[src/rtl/seg_scan_ctrl_pkg.sv]
// Shared constants for the 7-segment scan controller: segment bit positions,
// whole-bus patterns and the active-high hex font.
package seg_pkg;

  localparam int SEG_A  = 0;
  localparam int SEG_B  = 1;
  localparam int SEG_C  = 2;
  localparam int SEG_D  = 3;
  localparam int SEG_E  = 4;
  localparam int SEG_F  = 5;
  localparam int SEG_G  = 6;
  localparam int SEG_DP = 7;

  localparam logic [7:0] SEG_OFF = 8'h00;
  localparam logic [7:0] SEG_ALL = 8'hFF;

  // Entry n is the a..g pattern for nibble n; index 0 is the rightmost literal.
  localparam logic [15:0][7:0] FONT_TBL = {
    8'h71, 8'h79, 8'h5E, 8'h39, 8'h7C, 8'h77, 8'h6F, 8'h7F,
    8'h07, 8'h7D, 8'h6D, 8'h66, 8'h4F, 8'h5B, 8'h06, 8'h3F
  };

endpackage

[src/rtl/seg_scan_ctrl_if.sv]
// Application-side port group of the scan controller: digit data, capture
// strobe, live display controls and the update-complete pulse.
interface seg_scan_ctrl_if #(
  parameter int NUM_DIG = 8
) ();

  // Handshake: din_vld is a one-cycle strobe with no back-pressure; the
  // controller captures din/dp_in/dig_en on every strobe (last one wins) and
  // answers with a one-cycle upd_done when that data reaches the display at a
  // frame boundary. lz_en and bright are level controls sampled every cycle.
  logic [4*NUM_DIG-1:0] din;
  logic [NUM_DIG-1:0]   dp_in;
  logic [NUM_DIG-1:0]   dig_en;
  logic                 din_vld;
  logic                 lz_en;
  logic [3:0]           bright;
  logic                 upd_done;

  modport master (
    output din, dp_in, dig_en, din_vld, lz_en, bright,
    input  upd_done
  );

  modport slave (
    input  din, dp_in, dig_en, din_vld, lz_en, bright,
    output upd_done
  );

endinterface

[src/rtl/seg_hex_font.sv]
// Combinational hex-to-7-segment decoder with decimal point and blanking of
// a-g for suppressed leading zeros. Output is active-high.
module seg_hex_font
  import seg_pkg::*;
(
  input  logic [3:0] nib,
  input  logic       dp,
  input  logic       supp,
  output logic [7:0] pat
);

  logic [7:0] glyph;

  assign glyph = FONT_TBL[nib];

  always_comb begin
    pat = SEG_OFF;
    if (!supp) begin
      pat[SEG_G:SEG_A] = glyph[SEG_G:SEG_A];
    end
    // The decimal point survives suppression so "0.5"-style readouts work.
    pat[SEG_DP] = dp;
  end

endmodule

[src/rtl/seg_scan_ctrl.sv]
// Multiplexed 7-segment scan controller: slot/digit/PWM counters, double-
// buffered digit data swapped at frame boundaries, and registered pin outputs.
module seg_scan_ctrl
  import seg_pkg::*;
#(
  parameter int NUM_DIG     = 8,
  parameter int SCAN_DIV    = 20000,
  parameter int BLANK_CYC   = 16,
  parameter int SEL_ACT_LOW = 0,
  parameter int SEG_ACT_LOW = 1
) (
  input  logic               clk,
  input  logic               rst_n,
  seg_scan_ctrl_if.slave     bus,
  output logic [NUM_DIG-1:0] sel,
  output logic [7:0]         seg
);

  localparam int   DIV_W   = (SCAN_DIV > 1) ? $clog2(SCAN_DIV) : 1;
  localparam int   DIG_W   = (NUM_DIG > 1) ? $clog2(NUM_DIG) : 1;
  localparam logic SEL_INV = (SEL_ACT_LOW != 0);
  localparam logic SEG_INV = (SEG_ACT_LOW != 0);

  logic [DIV_W-1:0] div_cnt;
  logic [DIG_W-1:0] dig_idx;
  logic [3:0]       pwm_cnt;
  logic             slot_end;
  logic             frame_end;

  assign slot_end  = (div_cnt == DIV_W'(SCAN_DIV - 1));
  assign frame_end = slot_end && (dig_idx == DIG_W'(NUM_DIG - 1));

  always_ff @(posedge clk or negedge rst_n) begin
    if (!rst_n) begin
      div_cnt <= '0;
      dig_idx <= '0;
      pwm_cnt <= '0;
    end else if (slot_end) begin
      div_cnt <= '0;
      pwm_cnt <= '0;
      dig_idx <= (dig_idx == DIG_W'(NUM_DIG - 1)) ? '0 : dig_idx + 1'b1;
    end else begin
      div_cnt <= div_cnt + 1'b1;
      pwm_cnt <= pwm_cnt + 1'b1;
    end
  end

  // Pending registers take every strobe; active registers change only at a
  // frame boundary so a frame never mixes old and new digits.
  logic [4*NUM_DIG-1:0] pend_din;
  logic [NUM_DIG-1:0]   pend_dp;
  logic [NUM_DIG-1:0]   pend_en;
  logic                 pend;
  logic [4*NUM_DIG-1:0] act_din;
  logic [NUM_DIG-1:0]   act_dp;
  logic [NUM_DIG-1:0]   act_en;
  logic                 upd_q;

  always_ff @(posedge clk or negedge rst_n) begin
    if (!rst_n) begin
      pend_din <= '0;
      pend_dp  <= '0;
      pend_en  <= '0;
      pend     <= 1'b0;
      act_din  <= '0;
      act_dp   <= '0;
      act_en   <= '0;
      upd_q    <= 1'b0;
    end else begin
      upd_q <= frame_end && pend;
      if (frame_end && pend) begin
        act_din <= pend_din;
        act_dp  <= pend_dp;
        act_en  <= pend_en;
      end
      // A strobe on the boundary cycle refills pending after the old
      // contents were transferred, and stays queued for the next frame.
      if (bus.din_vld) begin
        pend_din <= bus.din;
        pend_dp  <= bus.dp_in;
        pend_en  <= bus.dig_en;
        pend     <= 1'b1;
      end else if (frame_end) begin
        pend <= 1'b0;
      end
    end
  end

  assign bus.upd_done = upd_q;

  // zero_above[i]: nibble i and every nibble above it are zero.
  logic [NUM_DIG-1:0] zero_above;
  logic               zero_acc;

  always_comb begin
    zero_above = '0;
    zero_acc   = 1'b1;
    for (int i = NUM_DIG - 1; i >= 0; i--) begin
      zero_acc      = zero_acc & (act_din[4*i +: 4] == 4'h0);
      zero_above[i] = zero_acc;
    end
  end

  logic [3:0]         cur_nib;
  logic               cur_dp;
  logic               cur_en;
  logic               cur_supp;
  logic               lit;
  logic [7:0]         font_pat;
  logic [NUM_DIG-1:0] dig_onehot;

  assign cur_nib  = act_din[4*dig_idx +: 4];
  assign cur_dp   = act_dp[dig_idx];
  assign cur_en   = act_en[dig_idx];
  assign cur_supp = bus.lz_en && (dig_idx != '0) && zero_above[dig_idx];
  assign lit      = (div_cnt >= DIV_W'(BLANK_CYC)) && (pwm_cnt <= bus.bright) && cur_en;

  always_comb begin
    dig_onehot          = '0;
    dig_onehot[dig_idx] = 1'b1;
  end

  seg_hex_font u_font (
    .nib  (cur_nib),
    .dp   (cur_dp),
    .supp (cur_supp),
    .pat  (font_pat)
  );

  // Polarity is applied at the register so the pins never glitch.
  always_ff @(posedge clk or negedge rst_n) begin
    if (!rst_n) begin
      sel <= {NUM_DIG{SEL_INV}};
      seg <= SEG_OFF ^ {8{SEG_INV}};
    end else begin
      sel <= (lit ? dig_onehot : '0) ^ {NUM_DIG{SEL_INV}};
      seg <= (lit ? font_pat : SEG_OFF) ^ {8{SEG_INV}};
    end
  end

endmodule

[src/flat_wrapper.sv]
// flat-port wrapper written by rule: the top's interface ports become plain ports
module seg_scan_ctrl_flat import seg_pkg::*;
#(
  parameter int NUM_DIG     = 8,
  parameter int SCAN_DIV    = 20000,
  parameter int BLANK_CYC   = 16,
  parameter int SEL_ACT_LOW = 0,
  parameter int SEG_ACT_LOW = 1
)
  (clk, rst_n, sel, seg, bus_din, bus_dp_in, bus_dig_en, bus_din_vld, bus_lz_en, bus_bright, bus_upd_done);
  seg_scan_ctrl_if #(.NUM_DIG(NUM_DIG)) bus_i ();
  input  logic clk;
  input  logic rst_n;
  output logic [NUM_DIG-1:0] sel;
  output logic [7:0] seg;
  input wire logic [$bits(bus_i.din)-1:0] bus_din;
  input wire logic [$bits(bus_i.dp_in)-1:0] bus_dp_in;
  input wire logic [$bits(bus_i.dig_en)-1:0] bus_dig_en;
  input wire logic [$bits(bus_i.din_vld)-1:0] bus_din_vld;
  input wire logic [$bits(bus_i.lz_en)-1:0] bus_lz_en;
  input wire logic [$bits(bus_i.bright)-1:0] bus_bright;
  output wire logic [$bits(bus_i.upd_done)-1:0] bus_upd_done;
  assign bus_i.din = bus_din;
  assign bus_i.dp_in = bus_dp_in;
  assign bus_i.dig_en = bus_dig_en;
  assign bus_i.din_vld = bus_din_vld;
  assign bus_i.lz_en = bus_lz_en;
  assign bus_i.bright = bus_bright;
  assign bus_upd_done = bus_i.upd_done;
  seg_scan_ctrl #(.NUM_DIG(NUM_DIG), .SCAN_DIV(SCAN_DIV), .BLANK_CYC(BLANK_CYC), .SEL_ACT_LOW(SEL_ACT_LOW), .SEG_ACT_LOW(SEG_ACT_LOW)) u_core (.clk(clk), .rst_n(rst_n), .bus(bus_i), .sel(sel), .seg(seg));
endmodule
[config.mk]
export PLATFORM = sky130hd
export DESIGN_NAME = seg_scan_ctrl_flat
export DESIGN_NICKNAME = d
export VERILOG_FILES = /design/src/rtl/seg_scan_ctrl_pkg.sv /design/src/rtl/seg_scan_ctrl_if.sv /design/src/rtl/seg_hex_font.sv /design/src/rtl/seg_scan_ctrl.sv /design/src/flat_wrapper.sv
export SDC_FILE = /design/constraint.sdc
export NUM_CORES = 1
export LEC_CHECK = 0
export ABC_AREA = 0
export CAP_MARGIN = 40
export CELL_PAD_IN_SITES_DETAIL_PLACEMENT = 0
export CELL_PAD_IN_SITES_GLOBAL_PLACEMENT = 1
export CORE_AREA = 2 2 134 110
export CTS_CLUSTER_SIZE = 10
export DETAILED_ROUTE_END_ITERATION = 16
export DIE_AREA = 0 0 136 112
export PLACE_DENSITY = 0.83
export SLEW_MARGIN = 20
export SYNTH_ARGS = -nofsm -noshare
export SYNTH_HDL_FRONTEND = slang
export SYNTH_HIERARCHICAL = 1
export SYNTH_SLANG_ARGS = --single-unit
[constraint.sdc]
create_clock -name clk -period 4.3 [get_ports clk]
set_clock_uncertainty 0.2 [all_clocks]
set_input_delay 1.075 -clock clk [delete_from_list [all_inputs] [get_ports clk]]
set_output_delay 1.075 -clock clk [all_outputs]
set_load 0.02 [all_outputs]
==> results of run 1 <==
[flip-flops by register name, summed over array words and instances (netlist names)]
name                 cells
u_core/act_din          32
u_core/pend_din         32
u_core/div_cnt          15
u_core/act_dp            8
u_core/act_en            8
u_core/pend_dp           8
u_core/pend_en           8
u_core/seg               8
u_core/sel               8
u_core/pwm_cnt           4
u_core/dig_idx           3
u_core/bus.upd_done      1
u_core/pend              1
[per-stage QoR]
| step | instance area, um2 | hold WS, ns |
|---|---|---|
| finish | 7730 | 0.278 |
| global route | 7730 | 0.307 |
| CTS | 7710 | 0.282 |
| detailed placement | 7140 | 0.268 |
| global placement | 7120 | 0.260 |
| floorplan | 6270 | 0.248 |
[critical path, stage by stage (launching register included)]
cell and delay (ns):
dfrtp_1 0.72, buf_4 0.32, a31oi_1 0.11, o221ai_1 0.49, inv_1 0.18, ha_1 0.32
inv_1 0.06, mux4_2 0.44, nor2_1 0.10, inv_1 0.04, or2_2 0.28
[cells in the mapped netlist, types with 2 or more instances]
cell type / n / area (um2)
a211oi_1: 3 / 22.5
a21oi_1: 6 / 30.0
a31oi_1: 2 / 12.5
and2_1: 2 / 12.5
and3_1: 4 / 25.0
and4_1: 6 / 52.6
buf_1: 6 / 22.5
buf_12: 2 / 40.0
buf_2: 4 / 20.0
buf_4: 3 / 22.5
buf_6: 3 / 33.8
clkbuf_1: 7 / 26.3
clkinv_1: 2 / 7.51
dfrtp_1: 128 / 3200
dfstp_2: 8 / 210
ha_1: 16 / 200
inv_1: 19 / 71.3
mux2_2: 81 / 912
mux2_4: 20 / 300
mux2i_1: 8 / 80.1
mux4_2: 8 / 180
nand2_1: 20 / 75.1
nand2b_1: 2 / 12.5
nand3_1: 11 / 55.1
nand4_1: 5 / 31.3
nand4b_1: 3 / 26.3
nor2_1: 19 / 71.3
nor3_1: 7 / 35.0
nor4_1: 13 / 81.3
o21ai_0: 6 / 30.0
o221ai_1: 3 / 26.3
or2_2: 8 / 50.1
xnor2_1: 7 / 61.3
xor2_1: 5 / 43.8
[routing by layer]
metal  up-vias  share of wire [%]  global-route usage, %  routed length [um]
li1       1819                  -                      -                   -
met1      1959                 49                   25.7                6120
met2        87                 46                   27.1                5770
met3         6                4.4                   3.64                 557
met4         0               0.59                   5.90                  74
met5         -                  0                      0                   0
[worst max path at each step]
stage	from	endpoint	slack, ns
6_report	u_core/dig_idx[1]	u_core/seg[3]	0.97
5_1_grt	u_core/dig_idx[1]	u_core/seg[3]	0.80
4_1_cts	u_core/dig_idx[1]	u_core/seg[3]	0.99
3_5_place_dp	bus_bright[3]	u_core/seg[4]	0.96
3_3_place_gp	bus_bright[3]	u_core/seg[3]	0.97
2_1_floorplan	u_core/dig_idx[1]	u_core/seg[3]	1.21
[power breakdown]
part	switching [W]	total [W]	internal (W)
registers	0.0000271	0.00135	0.00133
logic	0.0000544	0.000145	0.0000911
clock network	0.000610	0.00137	0.000761
total	0.000691	0.00287	0.00218
[final cells by class]
class,instances,area share [%]
clock buffer,17,5.50
tap,184,2.98
sequential,136,44.1
timing repair buffer,81,10.8
multi-input combinational,283,33.8
inverter,21,1.02
clock inverter,15,1.76
[kinds of logic after synthesis]
family	share of synthesized area [%]
AO/OA/AOI/OAI	3.47
XOR/XNOR	1.68
adder cells (fa/ha/maj)	3.19
buffers and inverters	3.89
flip-flops	54.5
multiplexers	23.5
AND/OR/NAND/NOR	9.82
==> summary.md, run 1 <==
| Metric | Value |
|---|---|
| Syn_area_per_cell | 13.5 um2 |
| H-tree depth | 4 |
| Syn nets | 537 |
| # DRC | 0 |
| Die area | ~15,000 um2 |
| Number of flops mapped to enable cells by yosys | 0 |
| Final worst-path cycle share | approximately 77% |
| Synth Instances | 465 |
| Final Hold Violating Endpoints | 0 |
| Port-buffer cells | just over 70 |
| Worst setup path class | reg -> reg |
| Post-synth ARST share | between 90% and 100% |
| Fmax | 0.301 GHz |
| Reg clk slew, reported paths | 0.06 ns |
| Maximum vdd drop | 0.252 mV |
| Post-DP HPWL | 8.65 mm |
| Worst EP arrival | 3.46 ns |
| Cell Area, Synth | 6270 um2 |
| Reg2reg end | u_core/seg[3] |
| Final setup fails | 0 |
| DRT iter0 DRCs | 218 |
| Cell row count | 39 |
| Hold depth | 1 |
| Shortest period the worst path allows | 3.33 ns |
| Clk sinks | 136 |
| Worst-Margin Slew | 0.693 ns |
| Hold Path Origin | u_core/pend |
| First-pass GRT wire length | 21.1 mm |
| Post-synth top flop | dfrtp_1 |
| Flop2flop setup slack | around 0.97 ns |
| Worst EP required | 4.44 ns |
| Setup repair bufs after CTS | 0 |
| Crit Reg-Reg Startpoint | u_core/dig_idx[1] |
| Vias in the first global route | 4,071 |
| Most common cell after layout, fill and taps aside | dfrtp_1 |
| Crit end category | register |
| Final RePlAce weighted congestion | 0.810 |
| Core area | 14,000 um2 |
| # IOs | between 70 and 80 |
| Final non-filler cell total | about 740 |
| DRT antenna net count | 0 |
| Setup slack after layout | 0.973 ns |
| CTS Hold Bufs | 0 |
| CTS Buf Count | 17 |
| Crit path max fanout | 14 |
| Die Ht | 112 um |
| Static Leak | between 3 and 4 nW |
| DP Worst Slack | ~0.96 ns |
| Tot Pwr | 0.00287 W |
| Layout cells sized above 1 | 31.5% |
| Total of max-cap violations | 0 |
| Global Route Usage Sum | about 18% |
| Bufs on Longest Clock Path | 2 |
| Hold Crit Class | reg -> reg |
| Yosys cell types | between 50 and 60 |
| Ant diodes | 0 |
| PostCTS Resize Cnt | 0 |
| CTS tree | yes |
| Setup TNS | 0 ns |
| Fill count | 1,134 |
| Dpl cells | between 700 and 800 |
| FF+latch area | 3410 um2 |
| RSZ-0062 raised after global routing | no |
| TritonRoute pass-1 iters | 4 |
| Vias | 3,871 |
| Yosys reg bits | around 140 |
| Worst setup SP type | register |
| Status | finished, final reports clean |
| Initial antenna violation count | 0 |
| Largest net degree at the start of global routing | roughly 80 |
| Worst reg-to-reg path cell count | 10 |
| Final core utilization | 55.4% |
| Detailed Route WL | around 13 mm |
| Slew HR | 53.8% |
| Drt wl/cell | 17.0 um |
| Worst Hold End | u_core/pend |
| Sequential fraction of the synthesis area | 54.5% |
| GRT overflow | 0 |
| Most frequent cells in the layout | dfrtp_1 (128), mux2_2 (81), clkdlybuf4s50_1 (70) |
| Die W | between 100 and 150 um |
| Power per cell area | between 300 and 400 nW/um2 |
| Post-layout nets | 612 |
| Multi-input logic area | approximately 2600 um2 |
| Vias per inst | roughly 5.3 |
| Max Slew Vio Count | 0 |
| Synth warnings | 6 |
| Area Overhead vs Synth | 23.4% |
| Clk Latency, worst-skew pair | 0.42 ns |
| Initial core utilization | approximately 45% |
| Clock Tree Root | clkbuf_16 |
Note: power is estimated with default switching activity, not from simulation.
==> inputs of run 2 (changes only) <==
Settings changed: CORE_AREA 2 2 134 110 to 2 2 140 115, DIE_AREA 0 0 136 112 to 0 0 142 117, PLACE_DENSITY 0.83 to 0.81.
Clock period 4.3 ns to 2.87 ns, I/O delays scaled along.
==> run 2 against run 1 <==
Against the previous run:
- sequential power rose by 50%
- core utilization down 4.0 points
- clock power up 56%
- first-iteration DRC count grew 45%
- register-to-register slack worse by 0.81 ns
- maximum frequency increased by 23%
- cell count rose by 3.5%
- global-route usage shrank 0.73 points
- critical path depth increased by 1
- largest cell class unchanged
- largest power group unchanged
- highest routed layer unchanged
==> summary.md, run 2 (synthesis results as in run 1) <==
| Metric | Value |
|---|---|
| Worst reg-to-reg path cell count | 11 (was 10) |
| Final Hold Violating Endpoints | 0 (unchanged) |
| Initial core utilization | 40.9% (was 44.9%) |
| Final RePlAce weighted congestion | 0.825 (was 0.810) |
| CTS tree | yes (unchanged) |
| WP buf/inv | 4 (unchanged) |
| Crit path max fanout | 8 (was 14) |
| DRT iter0 DRCs | 317 (was 218) |
| Status | finished, final reports clean (unchanged) |
| Shortest period the worst path allows | 2.71 ns (was 3.33 ns) |
| Die Ht | 117 um (was 112 um) |
| CTS Buf Count | 17 (unchanged) |
| Fmax | 0.369 GHz (was 0.301 GHz) |
| Power per cell area | 555 nW/um2 (was 371 nW/um2) |
| Core area | 15,300 um2 (was 14,000 um2) |
| Cell row count | 41 (was 39) |
| Ant diodes | 0 (unchanged) |
| Worst EP arrival | 2.84 ns (was 3.46 ns) |
| Most common cell after layout, fill and taps aside | dfrtp_1 (unchanged) |
| Setup TNS | 0 ns (unchanged) |
| Vias per inst | 5.18 (was 5.25) |
| Vias in the first global route | 4,193 (was 4,071) |
| Die area | 16,600 um2 (was 15,200 um2) |
| Hold Crit Class | in -> async (was reg -> reg) |
| # IOs | 73 (unchanged) |
| Global Route Usage Sum | 17.1% (was 17.8%) |
| Most frequent CP cell | inv_1 (unchanged) |
| Reg clk slew, reported paths | 0.06 ns (about the same) |
| H-tree depth | 4 (unchanged) |
| Maximum vdd drop | 0.403 mV (was 0.252 mV) |
| Max Slew Vio Count | 0 (unchanged) |
| Layout cells sized above 1 | 34.0% (was 31.5%) |
| Most frequent cells in the layout | dfrtp_1 (127), mux2_2 (81), clkdlybuf4s50_1 (70) (was dfrtp_1 (128), mux2_2 (81), clkdlybuf4s50_1 (70)) |
| Slew HR | 58.2% (was 53.8%) |
| First-pass GRT wire length | 21.7 mm (was 21.1 mm) |
| M1 WL | 5.96 mm (was 6.12 mm) |
| Tot Pwr | 0.00438 W (was 0.00287 W) |
| Clk sinks | 136 (unchanged) |
| Flop2flop setup slack | 0.16 ns (was 0.97 ns) |
| Worst-Margin Slew | 0.626 ns (was 0.693 ns) |
| Delay-heaviest family, CP | flip-flops (unchanged) |
| Worst EP required | 3.00 ns (was 4.44 ns) |
| Met2 routed WL | 5.85 mm (was 5.77 mm) |
| Area Overhead vs Synth | 25.8% (was 23.4%) |
| CP cell instances | buf_4 -> nor2_1 -> a31oi_1 -> o221ai_2 -> inv_1 -> ha_1 -> inv_1 -> mux4_2 -> nor2_1 -> inv_1 -> or2_2 (was buf_4 -> a31oi_1 -> o221ai_1 -> inv_1 -> ha_1 -> inv_1 -> mux4_2 -> nor2_1 -> inv_1 -> or2_2) |
| GRT overflow | 0 (unchanged) |
| Static Leak | 3.47 nW (was 3.38 nW) |
| Final worst-path cycle share | 94.5% (was 77.4%) |
| Vias | 3,951 (was 3,871) |
| Largest net degree at the start of global routing | 47 (was 78) |
| # DRC | 0 (unchanged) |
| Clk Latency, worst-skew pair | 0.42 ns (about the same) |
| Worst setup SP type | register (unchanged) |
| Top Registers | u_core/act_din x32, u_core/pend_din x32, u_core/div_cnt x15 (unchanged) |
| Worst setup path class | reg -> reg (unchanged) |
| Crit-path max cell delay | 0.48 ns (was 0.72 ns) |
| Detailed Route WL | 12.7 mm (was 12.5 mm) |
| Die W | 142 um (was 136 um) |
| Initial antenna violation count | 0 (unchanged) |
| Clock Tree Root | clkbuf_16 (unchanged) |
| Drt wl/cell | 16.6 um (was 17.0 um) |
| Port-buffer cells | 72 (unchanged) |
| Post-layout nets | 629 (was 612) |
| Post-DP HPWL | 9.24 mm (was 8.65 mm) |
| Total of max-cap violations | 0 (unchanged) |
| Crit Reg-Reg Startpoint | u_core/dig_idx[0] (was u_core/dig_idx[1]) |
| Top routing layer used | met4 (unchanged) |
| CTS Hold Bufs | 0 (unchanged) |
| Reg2reg end | u_core/seg[3] (unchanged) |
| Bufs on Longest Clock Path | 2 (unchanged) |
| TritonRoute pass-1 iters | 4 (unchanged) |
| Crit end category | register (unchanged) |
| DRT antenna net count | 0 (unchanged) |
| Final setup fails | 0 (unchanged) |
| Met3 routed WL | 744 um (was 557 um) |
| Crit-path slowest cell | dfrtp_2 (was dfrtp_1) |
| Smallest hold slack | 0.116 ns (was 0.278 ns) |
| Levels on crit path | 11 (was 10) |
| RSZ-0062 raised after global routing | no (unchanged) |
## run 2: cell types whose count changed in the layout (fill, tap and decap cells not counted), moves of 2 or more
cell       previous run  this run
inv_8                 4         0
bufinv_16             0         2
clkinv_2              0         2
buf_4                 6        24
## run 2: layer usage
layer / up-vias / GRT usage [%]
met1: 1962 / 23.0
met5: - / 0
met3: 12 / 5.61
met4: 0 / 5.80
li1: 1866 / -
met2: 111 / 26.4
## run 2: worst max-delay path by stage
stage	startpoint	to	slack, ns
final	u_core/dig_idx[0]	u_core/seg[3]	0.16
after global routing	u_core/dig_idx[0]	u_core/seg[3]	0.02
after CTS	u_core/dig_idx[0]	u_core/seg[3]	0.08
after detailed placement	bus_bright[3]	u_core/sel[2]	-0.15
after global placement	bus_bright[3]	u_core/sel[2]	0.007
after floorplan	u_core/dig_idx[1]	u_core/seg[3]	0.05
## run 2: timing repair
action                                  in CTS  in global routing
gates cloned                                 0                  0
pin swaps                                    0                  0
endpoints found under the setup margin       1                  1
setup buffers                                0                  1
resized for setup                            1                  2
## run 2: metrics by stage
stage                     area [um2]  setup slack (ns)  instances  util, %
after global routing            7890            0.0176        763     51.4
after floorplan                 6280            0.0529        465        -
after global placement          7290           0.00712        730     47.5
after CTS                       7880            0.0831        762     51.4
final                           7890             0.159        763     51.4
after detailed placement        7290            -0.148        730     47.5
## run 2: worst reg2reg max path: cells and delay by family, from the launching register on
family	cells	cell delay (ns)
AO/OA/AOI/OAI	2	0.30
multiplexers	1	0.45
buffers and inverters	4	0.41
flip-flops	1	0.48
AND/OR/NAND/NOR	3	0.48
adder cells (fa/ha/maj)	1	0.30
## run 2: area by class of cell
cell class	count	area, um2
Clock buffer	19	443
Multi-Input combinational cell	283	2620
Timing Repair Buffer	98	946
Inverter	21	78.8
Clock inverter	13	145
Fill cell	1287	7450
Sequential cell	136	3410
Tap cell	193	241
## run 2: power breakdown
group	total, W	internal (W)	switching (W)
combinational	0.000214	0.000135	0.0000795
sequential	0.00203	0.00199	0.0000381
clock	0.00214	0.00131	0.000828
total	0.00438	0.00343	0.000946
